File: src/rtl/vend_credit_fsm.sv
// Vending-machine credit controller: keypad coin/select/cancel events drive credit, vend and refund.
// Optional idle-credit timeout is compiled in with `define VEND_TIMEOUT_EN.
module vend_credit_fsm #(
   parameter logic [7:0]  PRICE_A        = 8'd25,
   parameter logic [7:0]  PRICE_B        = 8'd50,
   parameter logic [7:0]  PRICE_C        = 8'd75,
   parameter logic [7:0]  PRICE_D        = 8'd100,
   parameter logic [7:0]  CREDIT_MAX     = 8'd250,
   parameter logic [15:0] DISP_CYCLES    = 16'd50000,
   parameter logic [31:0] TIMEOUT_CYCLES = 32'd50000000
) (
   input  logic       clk,
   input  logic       reset,
   input  logic [3:0] key_code,
   input  logic       key_valid,
   output logic [7:0] credit,
   output logic       dispense,
   output logic [1:0] product,
   output logic [7:0] change,
   output logic       change_valid,
   output logic       busy
);

   localparam logic [1:0] S_IDLE   = 2'd0;
   localparam logic [1:0] S_CREDIT = 2'd1;
   localparam logic [1:0] S_VEND   = 2'd2;
   localparam logic [1:0] S_REFUND = 2'd3;

   logic [1:0]  state;
   logic        armed;
   logic        key_q;
   logic        key_evt;
   logic [3:0]  key_code_q;
   logic [7:0]  pend_chg;
   logic [15:0] disp_cnt;
   logic        to_hit;

   logic        is_coin, is_sel, is_cancel;
   logic [7:0]  coin_val;
   logic [1:0]  sel_idx;
   logic [7:0]  sel_price;
   logic [8:0]  coin_sum;
   logic        coin_ovf;
   logic        can_buy;

   // armed stays low for the first edge after reset so a key held through
   // reset only primes key_q and never looks like a fresh press
   always_ff @(posedge clk or posedge reset) begin
      if (reset) begin
         armed      <= 1'b0;
         key_q      <= 1'b0;
         key_evt    <= 1'b0;
         key_code_q <= 4'd0;
      end else begin
         armed   <= 1'b1;
         key_q   <= key_valid;
         key_evt <= armed & key_valid & ~key_q;
         if (armed & key_valid & ~key_q)
            key_code_q <= key_code;
      end
   end

   always_comb begin
      is_coin   = 1'b0;
      is_sel    = 1'b0;
      is_cancel = 1'b0;
      coin_val  = 8'd0;
      sel_idx   = 2'd0;
      case (key_code_q)
         4'h1: begin is_coin = 1'b1; coin_val = 8'd5;  end
         4'h2: begin is_coin = 1'b1; coin_val = 8'd10; end
         4'h5: begin is_coin = 1'b1; coin_val = 8'd25; end
         4'hA: begin is_sel = 1'b1; sel_idx = 2'd0; end
         4'hB: begin is_sel = 1'b1; sel_idx = 2'd1; end
         4'hC: begin is_sel = 1'b1; sel_idx = 2'd2; end
         4'hD: begin is_sel = 1'b1; sel_idx = 2'd3; end
         4'hE: is_cancel = 1'b1;
         default: ;
      endcase
   end

   always_comb begin
      case (sel_idx)
         2'd0:    sel_price = PRICE_A;
         2'd1:    sel_price = PRICE_B;
         2'd2:    sel_price = PRICE_C;
         default: sel_price = PRICE_D;
      endcase
   end

   assign coin_sum = {1'b0, credit} + {1'b0, coin_val};
   assign coin_ovf = coin_sum > {1'b0, CREDIT_MAX};
   assign can_buy  = credit >= sel_price;
   assign busy     = (state == S_VEND) || (state == S_REFUND);

`ifdef VEND_TIMEOUT_EN
   logic [31:0] to_cnt;

   assign to_hit = (state == S_CREDIT) && (to_cnt == TIMEOUT_CYCLES - 32'd1);

   always_ff @(posedge clk or posedge reset) begin
      if (reset)
         to_cnt <= 32'd0;
      else if (state != S_CREDIT || key_evt || to_hit)
         to_cnt <= 32'd0;
      else
         to_cnt <= to_cnt + 32'd1;
   end
`else
   // timeout compiled out; the parameter stays referenced so the interface is identical
   assign to_hit = 1'b0 & (TIMEOUT_CYCLES != 32'd0);
`endif

   always_ff @(posedge clk or posedge reset) begin
      if (reset) begin
         state        <= S_IDLE;
         credit       <= 8'd0;
         change       <= 8'd0;
         change_valid <= 1'b0;
         product      <= 2'd0;
         dispense     <= 1'b0;
         pend_chg     <= 8'd0;
         disp_cnt     <= 16'd0;
      end else begin
         change_valid <= 1'b0;
         case (state)
            S_IDLE, S_CREDIT: begin
               if (key_evt) begin
                  if (is_coin) begin
                     // an over-ceiling coin is handed straight back, credit untouched
                     if (coin_ovf) begin
                        change       <= coin_val;
                        change_valid <= 1'b1;
                     end else begin
                        credit <= coin_sum[7:0];
                        state  <= S_CREDIT;
                     end
                  end else if (is_sel && can_buy) begin
                     state    <= S_VEND;
                     product  <= sel_idx;
                     dispense <= 1'b1;
                     pend_chg <= credit - sel_price;
                     disp_cnt <= 16'd0;
                  end else if (is_cancel && state == S_CREDIT) begin
                     state    <= S_REFUND;
                     pend_chg <= credit;
                  end
               end else if (to_hit) begin
                  state    <= S_REFUND;
                  pend_chg <= credit;
               end
            end
            S_VEND: begin
               if (disp_cnt == DISP_CYCLES - 16'd1) begin
                  dispense <= 1'b0;
                  state    <= S_REFUND;
               end else begin
                  disp_cnt <= disp_cnt + 16'd1;
               end
            end
            S_REFUND: begin
               change       <= pend_chg;
               change_valid <= 1'b1;
               credit       <= 8'd0;
               state        <= S_IDLE;
            end
            default: state <= S_IDLE;
         endcase
      end
   end

endmodule

File: config.mk
export PLATFORM = sky130hd
export DESIGN_NAME = vend_credit_fsm
export DESIGN_NICKNAME = d
export VERILOG_FILES = /design/src/rtl/vend_credit_fsm.sv
export SDC_FILE = /design/constraint.sdc
export NUM_CORES = 1
export LEC_CHECK = 0
export CORE_UTILIZATION = 35
export CTS_CLUSTER_SIZE = 16
export DETAILED_ROUTE_END_ITERATION = 16
export MAX_ROUTING_LAYER = met4
export PLACE_DENSITY = 0.63
export SLEW_MARGIN = 0
export SYNTH_ARGS = -nofsm -noshare
export SYNTH_HDL_FRONTEND = slang
export SYNTH_SLANG_ARGS = --single-unit
File: constraint.sdc
create_clock -name clk -period 4.3 [get_ports clk]
set_input_delay 0.645 -clock clk [delete_from_list [all_inputs] [get_ports clk]]
set_output_delay 0.645 -clock clk [all_outputs]
set_load 0.02 [all_outputs]
After elaboration in Yosys (flattened, before gate mapping)

Index checks and enable logic that the tools add are counted.

Add/sub/neg operators: 3
$lt $le $gt $ge: 2
Eq/ne operators: 24
Mux-type cells: 37
Bitwise operators: 4
Reductions and logical operators: 18

Operators by type and width:

| cell                                                                  | count |
|---|---|
| 16-bit two-way mux                                                    | 4 |
| 8-bit two-way mux                                                     | 8 |
| 16-bit case mux with 2 select lines                                   | 1 |
| 8-bit case mux with 2 select lines                                    | 2 |
| 7-bit case mux with 3 select lines                                    | 1 |
| 4-bit equality test, second input constant                            | 5 |
| 4-bit AND reduction                                                   | 5 |
| 16-bit by 1-bit adder with 16-bit output, second input constant       | 1 |
| 16-bit equality test, second input constant                           | 1 |
| 5-bit case mux with 3 select lines                                    | 1 |
| 2-bit inequality test, second input constant                          | 7 |
| 2-bit two-way mux                                                     | 6 |
| 2-bit case mux with 3 select lines                                    | 2 |
| 1-bit two-way mux                                                     | 10 |
| 5-bit AND reduction                                                   | 2 |
| 8-bit by 8-bit adder with 9-bit output                                | 1 |
| 9-bit by 8-bit > comparator with 1-bit output, second input constant  | 1 |
| 8-bit greater-or-equal comparator                                     | 1 |
| 8-bit subtractor                                                      | 1 |
| 2-bit equality test, second input constant                            | 3 |
| 2-bit nonzero test                                                    | 3 |
| 2-bit by 1-bit equality test with 1-bit output, second input constant | 2 |
| 4-bit by 1-bit equality test with 1-bit output, second input constant | 1 |
| 4-bit by 2-bit equality test with 1-bit output, second input constant | 1 |
| other kinds (13)                                                      | 18 |

Register bits: 53
Bits of input ports: 7
Logic and storage cells: 100

Longest topological paths before layout

Gate-level depths: netlist (run 1).

Word-level depth: 10
Depth in mapped cells: 15
Gate-level depth less buffers: 14

Worst setup path after synthesis (run 1)

OpenSTA, ideal clock, no wires.

Path type: reg-to-reg
From: register key_code_q[1]
To: register pend_chg[2]
Arrival: 3,237 ps
Data required time: 4,175 ps
Setup slack: 938 ps
Stages on the path, launching flop included: 16
Clock period less this slack: 3,362 ps
Cells stage by stage: dfrtp_1 -> xor2_1 -> and2_1 -> nand2_1 -> inv_1 -> ha_1 -> inv_1 -> ha_1 -> nand2_1 -> nor2_1 -> or4_1 -> o21a_1 -> and2_1 -> buf_2 -> o211ai_4 -> mux2_2

Longest elaborated chain between the ends: 8

RTL lines:

| what                                        | line | RTL |
|---|---|---|
| start, declared                             | 33   | `logic [3:0] key_code_q;` |
| start signal, assigned                      | 59   | `key_code_q <= key_code;` |
| 4-bit equality test                         | 69   | `case (key_code_q)` |
| 2-bit case mux with 3 select lines *        | 69   |  |
| named net sel_idx[0]                        | 40   | `logic [1:0] sel_idx;` |
| 2-bit equality test (tied with other cells) | 83   | `case (sel_idx)` |
| 7-bit case mux with 3 select lines *        | 83   |  |
| 8-bit greater-or-equal comparator           | 93   | `assign can_buy = credit >= sel_price;` |
| 1-bit logical AND                           | 138  | `end else if (is_sel && can_buy) begin` |
| 2-bit nonzero test (no line)                | --   |  |
| 4-bit AND reduction (no line)               | --   |  |
| end signal, assigned                        | 142  | `pend_chg <= credit - sel_price;` |
| end signal, assigned                        | 146  | `pend_chg <= credit;` |
| end signal, assigned                        | 150  | `pend_chg <= credit;` |
| end, declared                               | 34   | `logic [7:0] pend_chg;` |

The timed path passes the listed nets; every way through them passes the cells marked *.
A chain may end at the register's enable or synchronous reset.

Worst setup path after layout (run 1)

From: register key_code_q[2]
To: register pend_chg[5]

Same word-level chain as after synthesis.

==> flow_metrics.env, run 1 <==
export IMPL_core_um2=8850
export IMPL_mostFrequentLayoutCells="53 x dfrtp_1, 46 x nand2_1, 29 x o21ai_1"
export IMPL_syn_avg_cell_area_um2=9.13
export IMPL_worstPathCellList="xor2_1, and2_1, nand2_1, inv_1, ha_1, fa_1, nor2b_1, o211ai_1, a21boi_1, o21a_1, and2_1, mux2_1, mux2_1"
export IMPL_start_util_pct=36.8
export IMPL_row_count=34
export IMPL_end_kind="flop"
export IMPL_gp_congestion=0.855
export IMPL_hold_worst_slack_ps=488
export IMPL_diodes=0
export IMPL_setup_tns_ps=0
export IMPL_crit_slowest_cell="dfrtp_1"
export IMPL_fin_skew_ps=3.93
export IMPL_slowest_delay_ps=480
export IMPL_r2r_setup_slack_ps=360
export IMPL_cp_num_buf_inv=1
export IMPL_cts_hold_buf=0
export IMPL_clk_pin_slew_ps=90
export IMPL_grtUsageTotal_pct=17.1
export IMPL_die_area_um2=9680
export IMPL_final_common_cell="dfrtp_1"
export IMPL_relSlewSlack_pct=49.7
export IMPL_p_per_area_nw_per_um2=388
export IMPL_nFillCells=899
export IMPL_ys_warn_count=0
export IMPL_port_buffers=27
export IMPL_cts_tree="yes"
export IMPL_finalNetCount=400
export IMPL_ir_worst_vdd_v=0.000294
export IMPL_failed_checks="design-rule violations"
export IMPL_overflow=0
export IMPL_whs_endpoint="disp_cnt[15]"
export IMPL_postRouteAntennaNets=0
export IMPL_ios=28
export IMPL_clock_sinks=53
export IMPL_regToRegStartpoint="key_code_q[2]"
export IMPL_clockBufferDepth=2
export IMPL_hp_start="disp_cnt[15]"
export IMPL_cts_resized=0
export IMPL_drt_wl_total_um=7520
export IMPL_worst_pin_slew_ps=753
export IMPL_synth_seq_cells=53
export IMPL_worstRegToRegCells=13
export IMPL_grt_pass1_vias=2535
export IMPL_setup_violations_final=0
export IMPL_antenna_found_initial=0
export IMPL_crit_type="flop to flop"
export IMPL_grt_pass1_wl_um=12800
export IMPL_critical_path_required_ps=4490
export IMPL_cp_start_kind="flop"
export IMPL_drive_gt1_share_pct=6.08
export IMPL_hp_class="flop to flop"
export IMPL_worstPathArrival_ps=4130
export IMPL_drt_iter0_drc=142
export IMPL_finalHoldViolations=0
export IMPL_path_max_fanout=9
export IMPL_slew_viol_final=0
export IMPL_viasPerCell=5.55
export IMPL_synth_top_flop_cell="dfrtp_1"
export IMPL_holdPathStages=1
export IMPL_postSynthCellCount=356
export IMPL_leakage_nw=1.63
export IMPL_post_route_period_util_pct=91.7
export IMPL_crit_family="simple AND/OR/NAND/NOR gates"
export IMPL_yosysSeqAreaShare_pct=40.8
export IMPL_synth_edf_count=0
export IMPL_drtPass1Iterations=10
export IMPL_cts_root_buffer="clkbuf_8"
export IMPL_clock_fmax_ghz=0.254
export IMPL_drcViolationCount=1
export IMPL_grt_max_degree=36
export IMPL_outcome="finished, violations left"
export IMPL_synth_distinct_cells=57
export IMPL_clkLatencyLatePin_ps=300
export IMPL_finalCriticalPeriod_ps=3940
export IMPL_rsz0062_at_grt="no"
export IMPL_syn_area_um2=3250
export IMPL_postCtsSetupRepairBufs=0
export IMPL_maxCapViolCount=0
export IMPL_cts_buffers=5
export IMPL_die_y_um=98.4
export IMPL_wire_per_inst_um=15.5
export IMPL_syn_to_final_growth_pct=13.4
export IMPL_cts_htree_levels=2
export IMPL_via_count=2696
export IMPL_async_flop_share_pct=100
export IMPL_synth_net_count=379
export IMPL_place_hpwl_um=5560
export IMPL_dieWidth_um=98.4
export IMPL_worst_r2r_endpoint="pend_chg[5]"
## report_power, final
group          internal [W]  switching, W
registers          0.000546     0.0000850
logic              0.000230      0.000295
clock network      0.000116      0.000161
total              0.000891      0.000541
## cell usage after synthesis (5+ instances only)
library cell	number	area share [%]
mux2_1	10	3.5
o21ai_1	29	4.5
mux2_2	6	2.1
nand2_1	46	5.3
nor2_1	27	3.1
buf_2	7	1.1
and3_1	5	0.96
ha_1	14	5.4
mux2i_1	6	1.8
clkbuf_1	8	0.92
a21oi_1	13	2.0
inv_1	14	1.6
xnor2_1	5	1.3
dfrtp_1	53	41
and2_1	6	1.2
nor2b_1	6	1.2
o21ai_0	9	1.4
nand3_1	13	2.0
## worst max path at each step
stage	endpoint	slack, ps	from	depth (start not counted)
after floorplan	pend_chg[2]	940	key_code_q[1]	15
after global placement	pend_chg[5]	410	key_code_q[2]	13
after detailed placement	pend_chg[5]	410	key_code_q[2]	13
after CTS	pend_chg[5]	360	key_code_q[2]	13
after global routing	pend_chg[5]	90	key_code_q[2]	13
final	pend_chg[5]	360	key_code_q[2]	13
## metal layers
metal  track usage, %  vias up  part of all wire, %
li1                 -     1312                    -
met1             24.8     1333                   53
met2             25.0       46                   44
met3             2.15        5                  3.0
met4             5.05        0                 0.66
met5                -        -                    0
## registers in the layout, summed over array words and instances (netlist names), 2 cells and up
signal and flops:
state 2, product 2, pend_chg 8, credit 8, change 8, disp_cnt 16
key_code_q 4
## stage by stage
stage / instances / total power [W] / util, % / setup slack [ps] / area [µm²]
2_1_floorplan: 356 / 0.000977 / - / 938 / 3250
3_3_place_gp: 478 / 0.00116 / 40.7 / 412 / 3600
3_5_place_dp: 478 / 0.00116 / 40.7 / 407 / 3600
4_1_cts: 486 / 0.00144 / 41.7 / 364 / 3690
5_1_grt: 486 / 0.00152 / 41.7 / 85.0 / 3690
6_report: 486 / 0.00143 / 41.7 / 357 / 3690
## cell type report
class	instances	area [µm²]	share of cell area, %
inverter	14	52.6	1.43
sequential	53	1330	36.0
multi-input combinational	273	1800	48.7
timing repair buffer	30	293	7.94
tap	108	135	3.66
clock buffer	7	76.3	2.07
clock inverter	1	7.51	0.204
## cell families (layout without fill, tap and decap cells)
family / after synthesis / in the layout / share of synthesized area [%]
and+or+nand+nor: 140 / 140 / 21.7
AOI/OAI and AO/OA: 86 / 86 / 17.3
DFF: 53 / 53 / 40.8
buffers and inverters: 30 / 52 / 3.96
muxes: 22 / 22 / 7.39
adders and majority gates: 16 / 16 / 6.62
xor gates and xnor gates: 8 / 8 / 2.15
other: 1 / 1 / 0.115
(Power assumes the default switching activity.)
==> run 2, diff against run 1 <==
PLACE_DENSITY = default   (was 0.63)
==> run 2 against run 1 <==
Compared with the run above: the run now ends clean; maximum frequency is 1.2% higher; clock skew increased by 7.6 ps; core utilization grew 0.14 points; critical path depth is the same; hold slack got worse by 1.5 ps; count of clock-buffer cells in the layout down 1; sequential share of layout area decreased by 0.12 points; critical path type unchanged; die area stayed put; design area is 0.34% higher; final cell count did not move; combinational power hardly changed.
==> flow_metrics.env, run 2 (same netlist as run 1, synthesis figures left out) <==
export IMPL_critical_path_required_ps=4500
export IMPL_relSlewSlack_pct=53.2
export IMPL_clock_sinks=53
export IMPL_maxCapViolCount=0
export IMPL_leakage_nw=1.65
export IMPL_dp_slack_ps=443
export IMPL_power_internal_w=0.000906
export IMPL_p_switching_w=0.000543
export IMPL_drt_wl_total_um=7520
export IMPL_largest_reg_flops=16
export IMPL_grtUsageMet1_pct=24.6
export IMPL_cts_buffers=5
export IMPL_cts_hold_buf=0
export IMPL_met3_usage_pct=1.79
export IMPL_syn_to_final_growth_pct=13.8
export IMPL_crit_type="flop to flop"
export IMPL_grt_pass1_wl_um=12600
export IMPL_hp_class="input port to async pin"
export IMPL_grtUsageTotal_pct=16.9
export IMPL_cts_tree="yes"
export IMPL_setup_ws_ps=402
export IMPL_overflow=0
export IMPL_via_count=2635
export IMPL_core_um2=8850
export IMPL_clockBufferDepth=2
export IMPL_die_y_um=98.4
export IMPL_die_area_um2=9680
export IMPL_worstRegToRegCells=13
export IMPL_cts_resized=0
export IMPL_postRouteAntennaNets=0
export IMPL_finalHoldViolations=0
export IMPL_drive_gt1_share_pct=6.61
export IMPL_slew_viol_final=0
export IMPL_worst_r2r_endpoint="pend_chg[6]"
export IMPL_outcome="complete, no violations"
export IMPL_drt_iter0_drc=89
export IMPL_clkLatencyLatePin_ps=310
export IMPL_row_count=34
export IMPL_cp_start_kind="flop"
export IMPL_gp_congestion=0.804
export IMPL_largest_register="disp_cnt"
export IMPL_worst_pin_slew_ps=701
export IMPL_fin_skew_ps=11.6
export IMPL_final_common_cell="dfrtp_1"
export IMPL_grt_pass1_vias=2513
export IMPL_dieWidth_um=98.4
export IMPL_met2_usage_pct=24.8
export IMPL_postCtsSetupRepairBufs=0
export IMPL_cts_htree_levels=2
export IMPL_wire_per_inst_um=15.5
export IMPL_clock_fmax_ghz=0.257
export IMPL_mostFrequentLayoutCells="53 x dfrtp_1, 46 x nand2_1, 29 x o21ai_1"
export IMPL_post_route_period_util_pct=90.6
export IMPL_start_util_pct=36.8
export IMPL_viasPerCell=5.42
export IMPL_seqPwrFrac_pct=43.2
export IMPL_drcViolationCount=0
export IMPL_finalPower_w=0.00145
export IMPL_drtPass1Iterations=6
export IMPL_rsz0062_at_grt="no"
export IMPL_ir_worst_vdd_v=0.000181
export IMPL_diodes=0
export IMPL_busiest_layer="met2"
export IMPL_p_per_area_nw_per_um2=392
export IMPL_end_kind="flop"
export IMPL_clk_pin_slew_ps=100
export IMPL_antenna_found_initial=0
export IMPL_finalNetCount=400
export IMPL_setup_violations_final=0
export IMPL_port_buffers=27
export IMPL_grt_max_degree=53
export IMPL_regToRegStartpoint="key_code_q[2]"
export IMPL_finalCriticalPeriod_ps=3900
export IMPL_ios=28
export IMPL_switching_share_pct=37.5
export IMPL_power_share_clock_pct=20.7
export IMPL_path_max_fanout=9
export IMPL_finish_utilization_pct=41.8
export IMPL_place_hpwl_um=5510
export IMPL_r2r_setup_slack_ps=400
export IMPL_cts_root_buffer="clkbuf_8"
export IMPL_combPwrFrac_pct=36.0
export IMPL_setup_tns_ps=0
export IMPL_worstPathArrival_ps=4090
[run 2: changes by cell type in the layout (fill, tap and decap cells not counted), sizes merged]
| cell | change |
|---|---|
| clkinv | +2 |
| clkbuf | -1 |
| clkinvlp | -1 |
[run 2: per-layer routing]
metal / wire length, µm / share of wire [%]
met5: 0 / 0
met1: 3950 / 53
met2: 3290 / 44
met3: 183 / 2.4
met4: 87 / 1.2
[run 2: metrics by stage]
step                cell area (µm²)  cells  hold WS [ps]
detailed placement             3600    478           473
floorplan                      3250    356           440
CTS                            3700    486           475
finish                         3700    486           487
global route                   3700    486           484
global placement               3600    478           468
[run 2: cell type report]
class / count / area (µm²)
fill: 881 / 5150
clock buffer: 6 / 82.6
tap: 108 / 135
sequential: 53 / 1330
inverter: 14 / 52.6
clock inverter: 2 / 13.8
multi-input combinational: 273 / 1800
timing repair buffer: 30 / 293
[run 2: power by group through the flow]
stage | Combinational (W) | Clock [W] | Sequential, W
floorplan | 0.000342 | 0 | 0.000635
detailed placement | 0.000519 | 0 | 0.000636
global route | 0.000584 | 0.000331 | 0.000637
global placement | 0.000518 | 0 | 0.000638
finish | 0.000522 | 0.000300 | 0.000627
CTS | 0.000522 | 0.000314 | 0.000627
[run 2: worst max path at each step]
stage                  startpoint          end  slack [ps]  depth (start not counted)
finish              key_code_q[2]  pend_chg[6]         400                         13
global route        key_code_q[2]  pend_chg[5]         180                         13
CTS                 key_code_q[2]  pend_chg[6]         410                         13
detailed placement  key_code_q[2]  pend_chg[6]         440                         13
global placement    key_code_q[2]  pend_chg[6]         390                         13
floorplan           key_code_q[1]  pend_chg[2]         940                         15
[run 2: critical path, stage by stage, from the launching register on]
cell and delay [ps]:
dfrtp_1 480, xor2_1 170, and2_1 230, nand2_1 190, inv_1 60, ha_1 330
fa_1 430, nor2b_1 170, o211ai_1 100, a21boi_1 250, o21a_1 250, and2_1 430
mux2_1 410, mux2_1 290
==> run 3, diff against run 2 <==
CELL_PAD_IN_SITES_DETAIL_PLACEMENT = 2   (was default)
CELL_PAD_IN_SITES_GLOBAL_PLACEMENT = 2   (was default)
PLACE_DENSITY_LB_ADDON = 0.1   (was default)
SETUP_SLACK_MARGIN = 0.4   (was default)
clock period = 4.06 ns   (was 4.3 ns; I/O delays follow)
==> run 3 against run 2 <==
Compared with the run above: the run now ends with design-rule violations left; routed wire length up 26%; hold slack gained 4.5 ps; clock power rose by 2%; global-route usage grew 4.5 points; via count is 5.5% higher; core utilization rose by 1.5 points; register-to-register slack improved by 140 ps; non-clock buffer count up 13; power is 7.3% higher.
==> flow_metrics.env, run 3 (same netlist as run 1, synthesis figures left out) <==
export IMPL_outcome="finished, violations left"
export IMPL_failed_checks="design-rule violations"
export IMPL_start_util_pct=36.8
export IMPL_clock_sinks=53
export IMPL_finalHoldViolations=0
export IMPL_leakage_nw=1.71
export IMPL_core_um2=8850
export IMPL_hp_class="flop to flop"
export IMPL_finalNetCount=414
export IMPL_gp_congestion=0.794
export IMPL_relSlewSlack_pct=40.1
export IMPL_clkLatencyLatePin_ps=310
export IMPL_syn_to_final_growth_pct=17.8
export IMPL_grtUsageTotal_pct=21.4
export IMPL_maxCapViolCount=0
export IMPL_finalCriticalPeriod_ps=3520
export IMPL_drtPass1Iterations=12
export IMPL_post_route_period_util_pct=86.7
export IMPL_drive_gt1_share_pct=12.0
export IMPL_overflow=0
export IMPL_multi_input_area_um2=1830
export IMPL_place_hpwl_um=7110
export IMPL_setup_violations_final=0
export IMPL_drcViolationCount=2
export IMPL_worst_pin_slew_ps=898
export IMPL_cts_tree="yes"
export IMPL_dp_slack_ps=205
export IMPL_die_y_um=98.4
export IMPL_cts_htree_levels=2
export IMPL_worstPathCellList="xor2_1, and2_1, nand2_2, inv_1, ha_1, inv_1, ha_1, nand2_1, nor2_1, or4_1, o21a_1, and2_4, o211ai_4, buf_12, mux2_1"
export IMPL_crit_slowest_cell="dfrtp_2"
export IMPL_end_kind="flop"
export IMPL_row_count=34
export IMPL_diodes=0
export IMPL_antenna_found_initial=0
export IMPL_grt_pass1_vias=3074
export IMPL_ir_worst_vdd_v=0.000199
export IMPL_setup_ws_ps=542
export IMPL_critical_path_required_ps=4250
export IMPL_ios=28
export IMPL_drt_iter0_drc=86
export IMPL_design_area_um2=3830
export IMPL_cts_root_buffer="clkbuf_8"
export IMPL_largest_register="disp_cnt"
export IMPL_worstPathArrival_ps=3710
export IMPL_r2r_setup_slack_ps=540
export IMPL_postRouteAntennaNets=0
export IMPL_viasPerCell=5.56
export IMPL_final_common_cell="dfrtp_1"
export IMPL_path_max_fanout=9
export IMPL_port_buffers=27
export IMPL_clock_fmax_ghz=0.284
export IMPL_regArea_um2=1330
export IMPL_fin_skew_ps=9.04
export IMPL_grt_pass1_wl_um=15900
export IMPL_clockBufferDepth=2
export IMPL_slew_viol_final=0
export IMPL_nFillCells=988
export IMPL_crit_type="flop to flop"
export IMPL_largest_reg_flops=16
export IMPL_dieWidth_um=98.4
export IMPL_setup_tns_ps=0
export IMPL_drt_wl_total_um=9480
export IMPL_clk_pin_slew_ps=100
export IMPL_place_area_um2=3660
export IMPL_rsz0062_at_grt="no"
export IMPL_cp_start_kind="flop"
export IMPL_wire_per_inst_um=19.0
export IMPL_cts_buffers=5
export IMPL_die_area_um2=9680
export IMPL_slowest_delay_ps=470
export IMPL_cts_hold_buf=0
export IMPL_via_count=2780
export IMPL_grt_max_degree=41
export IMPL_mostFrequentLayoutCells="51 x dfrtp_1, 45 x nand2_1, 29 x o21ai_1"
export IMPL_p_per_area_nw_per_um2=406
## run 3: cell types whose count changed in the layout (fill, tap and decap cells not counted), moves of 2 or more
cell      change
dfrtp_1       -2
nor2b_1       -2
and2_1        -2
nor2b_2       +2
dfrtp_2       +2
clkbuf_1      +2
and2_2        +2
buf_4        +12
## run 3: area by class of cell
cell class	count	area share (%)
clock buffer	7	1.99
inverter	14	1.37
multi-input combinational	274	47.7
sequential	53	34.7
clock inverter	1	0.196
tap	108	3.53
timing repair buffer	43	10.5
## run 3: where the power goes
| part | total [W] | internal, W | leakage (nW) | switching, W |
|---|---|---|---|---|
| registers | 0.000659 | 0.000579 | 0.717 | 0.0000806 |
| logic | 0.000591 | 0.000260 | 0.955 | 0.000332 |
| clock network | 0.000305 | 0.000123 | 0.0385 | 0.000182 |
| total | 0.00156 | 0.000961 | 1.71 | 0.000594 |
## run 3: path summary, 6_finish.rpt
check,from,endpoint,cells past startpoint
max in group asynchronous,reset,key_code_q[2],3
setup / recovery,key_code_q[1],pend_chg[5],15
hold / removal,disp_cnt[9],disp_cnt[9],1
setup reg to reg,key_code_q[1],pend_chg[5],15
hold reg to reg,disp_cnt[9],disp_cnt[9],1
min in group asynchronous,reset,change[0],2
## run 3: worst max-delay path: cells and delay by family, from the launching register on
kind            cells  cell delay (ps)
flops               1              470
buf+inv             3              270
mux                 1              320
fa+ha+maj           2              600
xor+xnor            1              170
simple gates        6             1130
compound gates      2              430
## run 3: metal layers
| metal | track usage (%) | up-vias | part of all wire (%) |
|---|---|---|---|
| met4 | 3.44 | 0 | 0.46 |
| met1 | 28.6 | 1411 | 50 |
| li1 | - | 1334 | - |
| met2 | 35.6 | 29 | 48 |
| met3 | 2.22 | 6 | 1.8 |
| met5 | - | - | 0 |
## run 3: what timing repair did
action / 4_1_cts / 5_1_grt
setup endpoints to repair: 16 / 24
pin swaps: 0 / 3
cloned: 0 / 1
buffers inserted: 0 / 5
resized for setup: 5 / 6
## run 3: through the flow
stage               std cells  total power [W]  hold slack (ps)  utilization, %
floorplan                 356          0.00103              440               -
global placement          486          0.00122              460            41.4
detailed placement        486          0.00124              476            41.4
CTS                       494          0.00157              500            42.5
global route              500          0.00166              523            43.3
finish                    500          0.00156              491            43.3
